===== src/rtl/pipe_stall_ctrl.sv =====
// pipe_stall_ctrl: pipeline stall/bubble/flush controller with pending-flush latch and stall watchdog.
// Optional stall-cycle performance counter enabled by defining STALL_PERF_EN.
module pipe_stall_ctrl #(
    parameter int STAGES = 5,
    parameter int WDOG_W = 8
) (
    input  logic              clk_in,
    input  logic              rst_in,
    input  logic              rdy_in,
    input  logic [STAGES-1:0] stall_rq_i,
    input  logic [STAGES-1:0] flush_rq_i,
    output logic [STAGES-1:0] stall_o,
    output logic [STAGES-1:0] bubble_o,
    output logic [STAGES-1:0] flush_o,
    output logic              flush_pend_o,
    output logic              stuck_o,
    input  logic              perf_clr_i,
    output logic [31:0]       stall_cyc_o
);
    localparam int IW = $clog2(STAGES);
    logic              pend_vld_q, pend_vld_d;
    logic [IW-1:0]     pend_idx_q, pend_idx_d;
    logic [WDOG_W-1:0] wdog_q, wdog_d;
    logic [IW-1:0]     stall_idx, new_idx, fl_idx;
    logic              stall_hit, new_hit, fl_hit, fl_eff, frz;
    logic [STAGES-1:0] st_v, bu_v, fl_v;
    always_comb begin
        stall_idx = '0;
        new_idx   = '0;
        for (int i = 0; i < STAGES; i++) begin
            if (stall_rq_i[i]) stall_idx = IW'(i);
            if (flush_rq_i[i]) new_idx = IW'(i);
        end
        stall_hit = |stall_rq_i;
        new_hit   = |flush_rq_i;
        fl_hit    = new_hit | pend_vld_q;
        fl_idx    = (pend_vld_q && (!new_hit || pend_idx_q > new_idx)) ? pend_idx_q : new_idx;
        // A flush is only blocked by a stall in an older stage than the flush source
        fl_eff    = fl_hit && rdy_in && !(stall_hit && stall_idx > fl_idx);
        for (int j = 0; j < STAGES; j++) begin
            st_v[j] = stall_hit && IW'(j) <= stall_idx && !(fl_eff && IW'(j) <= fl_idx);
            bu_v[j] = stall_hit && IW'(j) == stall_idx && !(fl_eff && IW'(j) <= fl_idx);
            fl_v[j] = fl_eff && IW'(j) < fl_idx;
        end
    end
    assign frz          = rst_in | ~rdy_in;
    assign stall_o      = frz ? '1 : st_v;
    assign bubble_o     = frz ? '0 : bu_v;
    assign flush_o      = frz ? '0 : fl_v;
    assign flush_pend_o = ~rst_in & pend_vld_q;
    assign stuck_o      = ~rst_in & (&wdog_q);
    assign pend_vld_d   = rdy_in ? (fl_hit & ~fl_eff) : pend_vld_q;
    assign pend_idx_d   = (rdy_in && fl_hit && !fl_eff) ? fl_idx : pend_idx_q;
    assign wdog_d       = !(|stall_o) ? '0 : (&wdog_q) ? wdog_q : wdog_q + 1'b1;
    always_ff @(posedge clk_in or posedge rst_in) begin
        if (rst_in) begin
            pend_vld_q <= 1'b0;
            pend_idx_q <= '0;
            wdog_q     <= '0;
        end else begin
            pend_vld_q <= pend_vld_d;
            pend_idx_q <= pend_idx_d;
            wdog_q     <= wdog_d;
        end
    end
`ifdef STALL_PERF_EN
    logic [31:0] perf_q, perf_d;
    assign perf_d      = perf_clr_i ? '0 : (rdy_in && stall_o[0]) ? perf_q + 32'd1 : perf_q;
    assign stall_cyc_o = rst_in ? '0 : perf_q;
    always_ff @(posedge clk_in or posedge rst_in) begin
        if (rst_in) perf_q <= '0;
        else perf_q <= perf_d;
    end
`else
    logic unused_perf_clr;
    assign unused_perf_clr = perf_clr_i;
    assign stall_cyc_o     = '0;
`endif
endmodule


===== config.mk =====
export PLATFORM = sky130hd
export DESIGN_NAME = pipe_stall_ctrl
export DESIGN_NICKNAME = d
export VERILOG_FILES = /design/src/rtl/pipe_stall_ctrl.sv
export SDC_FILE = /design/constraint.sdc
export NUM_CORES = 1
export LEC_CHECK = 0
export ABC_AREA = 1
export BUFFER_PORTS_ARGS = -buffer_cell sky130_fd_sc_hd__buf_4
export CAP_MARGIN = 30
export CORE_ASPECT_RATIO = 1.4
export CORE_MARGIN = 1.5
export CORE_UTILIZATION = 43
export CTS_CLUSTER_SIZE = 30
export DETAILED_ROUTE_END_ITERATION = 7
export PLACE_DENSITY_LB_ADDON = 0.25
export SLEW_MARGIN = 20
export SYNTH_ARGS = -nofsm -noshare
export SYNTH_HDL_FRONTEND = slang
export SYNTH_SLANG_ARGS = --single-unit

===== constraint.sdc =====
create_clock -name clk_in -period 5.4 [get_ports clk_in]
set_clock_uncertainty 0.1 [all_clocks]
set_input_delay 1.62 -clock clk_in [delete_from_list [all_inputs] [get_ports clk_in]]
set_output_delay 1.62 -clock clk_in [all_outputs]
set_load 0.005 [all_outputs]

== Word-level counts from Yosys, hierarchy flattened ==
Index checks and enable logic that the tools add are counted.
Cells by class
  add/sub/neg operators: 1
  magnitude comparators: 17
  eq/ne operators: 5
  multiplexer cells: 14
  bitwise gates (word level): 8
  reductions and logical operators: 49
Operator list (number)
  $logic_and 1x1->1: 35
  $mux 3: 7
  $mux 8: 2
  $mux 5: 3
  $reduce_or 5->1: 3
  $le 1x3->1 const A: 4
  $le 2x3->1 const A: 4
  $add 8x1->8 const B: 1
  $logic_not 1->1: 8
  $reduce_and 8->1: 1
  $eq 2x3->1 const A: 2
  $gt 3x3->1: 2
  $le 3x3->1 const A: 2
  $lt 1x3->1 const A: 2
  $lt 2x3->1 const A: 2
  $and 1x1->1: 3
  $eq 1x3->1 const A: 1
  $eq 3x3->1 const A: 1
  $logic_not 3->1: 1
  $lt 3x3->1 const A: 1
  $not 1->1: 3
  $mux 1: 2
  $ne 2x2->1 const B: 1
  $or 1x1->1: 2
  $logic_or 1x1->1: 1
Storage, ports and cells
  register bits: 12
  input bits: 14
  output and inout bits: 49
  word-level logic and storage cells: 97

== Longest topological paths before layout ==
  word-level depth: 18
  gate-level depth with buffers: 24
  mapped depth without buffers: 24

== Worst setup path before layout ==
Ideal clock, no wire load.
  path type: in2out
  start: input port flush_rq_i[4]
  end: output port bubble_o[0]
  arrival: 3.914 ns
  required time: 3.680 ns
  setup slack: -0.234 ns
  stages: 19
  path buffers: 0
  cell sequence: inv_1 o21ai_0 ha_1 nand3_1 nand2_1 nand2_2 nand2_4 nand2_4 nand2_2 nand2_4 ha_1 inv_1 o21ai_0 a21oi_1 nor2_1 nand2_4 nand2_4 nand2_1 nor3_1
Between the ends
  word-level cells in the longest chain between the ends: 13
Ends and longest elaborated chain
  start: declaration: RTL line 11  | input logic [STAGES-1:0] flush_rq_i,
  $mux 3 or $reduce_or 5->1 (tied branches): RTL line 32, 35
  $gt 3x3->1 or $logic_not 1->1 (tied branches): RTL line 37  | fl_idx = (pend_vld_q && (!new_hit || pend_idx_q > new_idx)) ? pend_idx_q : new_idx;
  $logic_or 1x1->1: RTL line 37
  $logic_and 1x1->1: RTL line 37
  $mux 3: RTL line 37
  $gt 3x3->1: RTL line 39  | fl_eff = fl_hit && rdy_in && !(stall_hit && stall_idx > fl_idx);
  $logic_and 1x1->1: RTL line 39
  $logic_not 1->1: RTL line 39
  $logic_and 1x1->1: RTL line 39
  $logic_and 1x1->1 (*): RTL line 42  | bu_v[j] = stall_hit && IW'(j) == stall_idx && !(fl_eff && IW'(j) <= fl_idx);
  $logic_not 1->1 (*): RTL line 42
  $logic_and 1x1->1 (*): RTL line 42
  $mux 5 (*): RTL line 48  | assign bubble_o = frz ? '0 : bu_v;
  end: declaration: RTL line 13  | output logic [STAGES-1:0] bubble_o,
Mark *: on every way between the ends. The rest lies on a longest branch, timed or not.

== Worst setup path in the final report ==
  start: input port flush_rq_i[4]
  end: output port bubble_o[2]
The elaborated chain is that of the path after synthesis.

==> run metrics <==
Area growth syn-to-layout=32.39%; clk root buf=clkbuf_8; Ports=63; fin cells=280; Synth Register Bits=12; cell taking the most area after synthesis=dfrtp_1; effective utilization at floorplan=45.87%; synth top area cells=dfrtp_1 (21%), buf_4 (16%), nand2_1 (6.2%); P_leak=0.0009739 uW; Data required, critical path=3.68 ns; die area=0.003759 mm^2; Final Hold Fails=0; Comb power frac=65.5%; NetSw=328.3 uW; Final nets=263; worst hold path class=flip-flop to flip-flop; cts hold-fix bufs=0; Final GP Congestion=0.7761; Top FF cell, synth=dfrtp_1; antenna-violating nets left=0; Internal=405.1 uW; grt met3 use=2.675%; peak supply drop=0.2416 mV; FILL cells=312; startpoint type of the worst setup path=input port; Final Max Tran Viols=0; CTS clk-pin slew, worst paths=0.05 ns; Pwr Total=733.3 uW; worst slack at placement=-0.3510 ns; final core utilization=60.73%; Die Y=71.95 um; M2 GR Usage=28.83%; Tmin final=5.669 ns; Setup violations, final=15; min setup slack post-route=-0.2693 ns; FFs w/ async S/R, synth=100.0%; Post-synth EDFFs=0; Core Box Area=0.003183 mm^2; total CTS buffers=3; gr busiest metal=met2; Clk Latency, worst-skew pair=0.24 ns; vias per cell=4.514; first-pass GRT wire length=4636 um; WS Path Type=input port to primary output; Peak Freq=0.1764 GHz; Unique masters post-synth=27; # diodes=0; footprint of the multi-input gates=0.001074 mm^2; Die X=52.25 um; layout cell share with drive strength beyond 1=47.72%; total track usage=15.83%; DRT Pass-1 Iters=4; hold_ws=0.3788 ns; Sequential Area=300.3 um^2; Power Dens Cells=379.4 mW/mm^2; drt drc=0; IO Port Bufs=29; Worst Setup End Kind=primary output; sequential power share=23.7%; Post-DP HPWL=2266 um; Mapped Area=0.001460 mm^2; number of global-route vias before repair=1100; initial antenna violation count=0; Yosys top cell area share=20.57%; GRT met1 Usage=19.53%; drt initial violations=19; sequential share of the synthesized area=20.57%; fin crit share=105.0%; Wirelength per Cell=10.35 um; Syn Area/Cell=7.726 um^2; outcome=finished, violations left; num rows=24; Sw Ratio=44.77%; CP Max Fanout=4; synthesized instance count=189; total routed wirelength=2899 um; max-cap check violation count=0; pin count of the biggest net entering global routing=13; Max clock buf depth=2; failing checks=negative setup slack; Worst Path Arrival=3.95 ns; Clk pwr share=10.8%; Post-Place Cells=271; GRT Residual Overflow=0; CTS tree=yes; CTS H-tree lvls=1; vias=1264; number of synthesis warnings=0; clock sinks=12; RSZ-0062 raised after global routing=true
critical path, stage by stage:
cell	delay, ns
buf_8	0.10
clkinvlp_4	0.12
o21ai_2	0.08
ha_1	0.30
nand3_1	0.07
nand2_1	0.08
nand2_2	0.07
nand2_4	0.08
nand2_4	0.07
nand2_4	0.07
nand2_4	0.06
ha_4	0.27
inv_2	0.04
o21ai_4	0.15
a21oi_2	0.08
nor2_2	0.17
nand2_4	0.09
buf_4	0.14
nand3_4	0.08
nand3_2	0.06
inv_1	0.06
buf_4	0.10
through the flow:
step / TNS, ns / instance area, um^2
finish: -3.275 / 1933
global route: -5.506 / 1933
CTS: -3.283 / 1871
detailed placement: -4.195 / 1734
global placement: -3.842 / 1734
floorplan: 0 / 1595
synth_stat cells, types with 2 or more instances:
cell type,number
nor2_8,2
nand3_1,11
inv_2,2
ha_1,6
a21oi_1,3
nor3_1,4
nor2_2,12
nor2_1,14
nand3_2,4
nand2_2,7
inv_1,20
xor2_1,5
nand2_1,24
o21ai_0,9
nand2_4,8
dfrtp_1,12
nor3_2,2
nand4_1,2
nand3_4,3
buf_4,32
repair_timing:
action                     4_1_cts  5_1_grt
setup buffers                    3        3
pin swaps                       14       14
setup endpoints to repair       15       15
resized for setup               14        9
per-layer routing:
layer,routed length [um],part of all wire (%),vias up
met4,14,0.48,0
met2,1515,52,40
li1,-,-,643
met5,0,0,-
met3,140,4.8,2
met1,1228,42,579
power groups by stage:
stage | clock network (uW) | registers (uW) | logic, uW
floorplan | 0 | 164 | 320
global placement | 0 | 171 | 400
detailed placement | 0 | 172 | 410
CTS | 80.5 | 173 | 457
global route | 84.3 | 180 | 540
finish | 78.9 | 174 | 480
area by class of cell:
| type | count | share of cell area [%] |
|---|---|---|
| timing repair buffer | 50 | 19.81 |
| inverter | 22 | 4.466 |
| multi-input combinational | 154 | 55.53 |
| sequential | 12 | 15.53 |
| tap | 39 | 2.524 |
| clock buffer | 3 | 2.136 |
layout by cell type (no fill, tap or decap), types with 2 or more instances in the layout:
cell,instances
nand2_2,8
nand4_1,2
nand2_1,20
o21ai_0,6
nor2_2,13
nor3_2,3
nand3_4,4
inv_2,4
nand3_1,9
ha_4,3
clkbuf_8,3
nor2_1,13
inv_1,17
nor2_8,2
nand2_4,11
conb_1,32
dfrtp_1,12
nand3_2,5
nor3_1,3
o21ai_2,2
a21oi_1,2
ha_1,3
xor2_1,5
buf_4,49
path summary, 6_finish.rpt:
path / slack [ns] / from / depth (start not counted) / end
max reg2reg: 2.53 / pend_idx_q[1]$_DFFE_PP0P_ / 21 / wdog_q[0]$_DFFE_PP0P_
max in group asynchronous: 3.56 / rst_in / 2 / wdog_q[6]$_DFFE_PP0P_
min reg2reg: 0.38 / pend_idx_q[0]$_DFFE_PP0P_ / 2 / pend_idx_q[0]$_DFFE_PP0P_
min: 0.38 / pend_idx_q[0]$_DFFE_PP0P_ / 2 / pend_idx_q[0]$_DFFE_PP0P_
max: -0.27 / flush_rq_i[4] / 22 / bubble_o[2]
min in group asynchronous: 1.33 / rst_in / 2 / wdog_q[2]$_DFFE_PP0P_
sequential cells by signal (all words and copies together), names as in the netlist:
name and count:
pend_idx_q 3, pend_vld_q 1, wdog_q 8
logic make-up (layout without fill, tap and decap cells):
group                      Yosys count  count (layout)  share of synthesized area (%)
AOI/OAI and AO/OA                   14              14                          5.912
xor gates and xnor gates             5               5                          2.999
adders and majority gates            6               6                          5.141
buffers and inverters               54              75                          22.11
DFF                                 12              12                          20.57
muxes                                1               1                         0.6855
other                                1              32                         0.2568
and+or+nand+nor                     96              96                          42.33
Power figures use the tool's default switching activity.
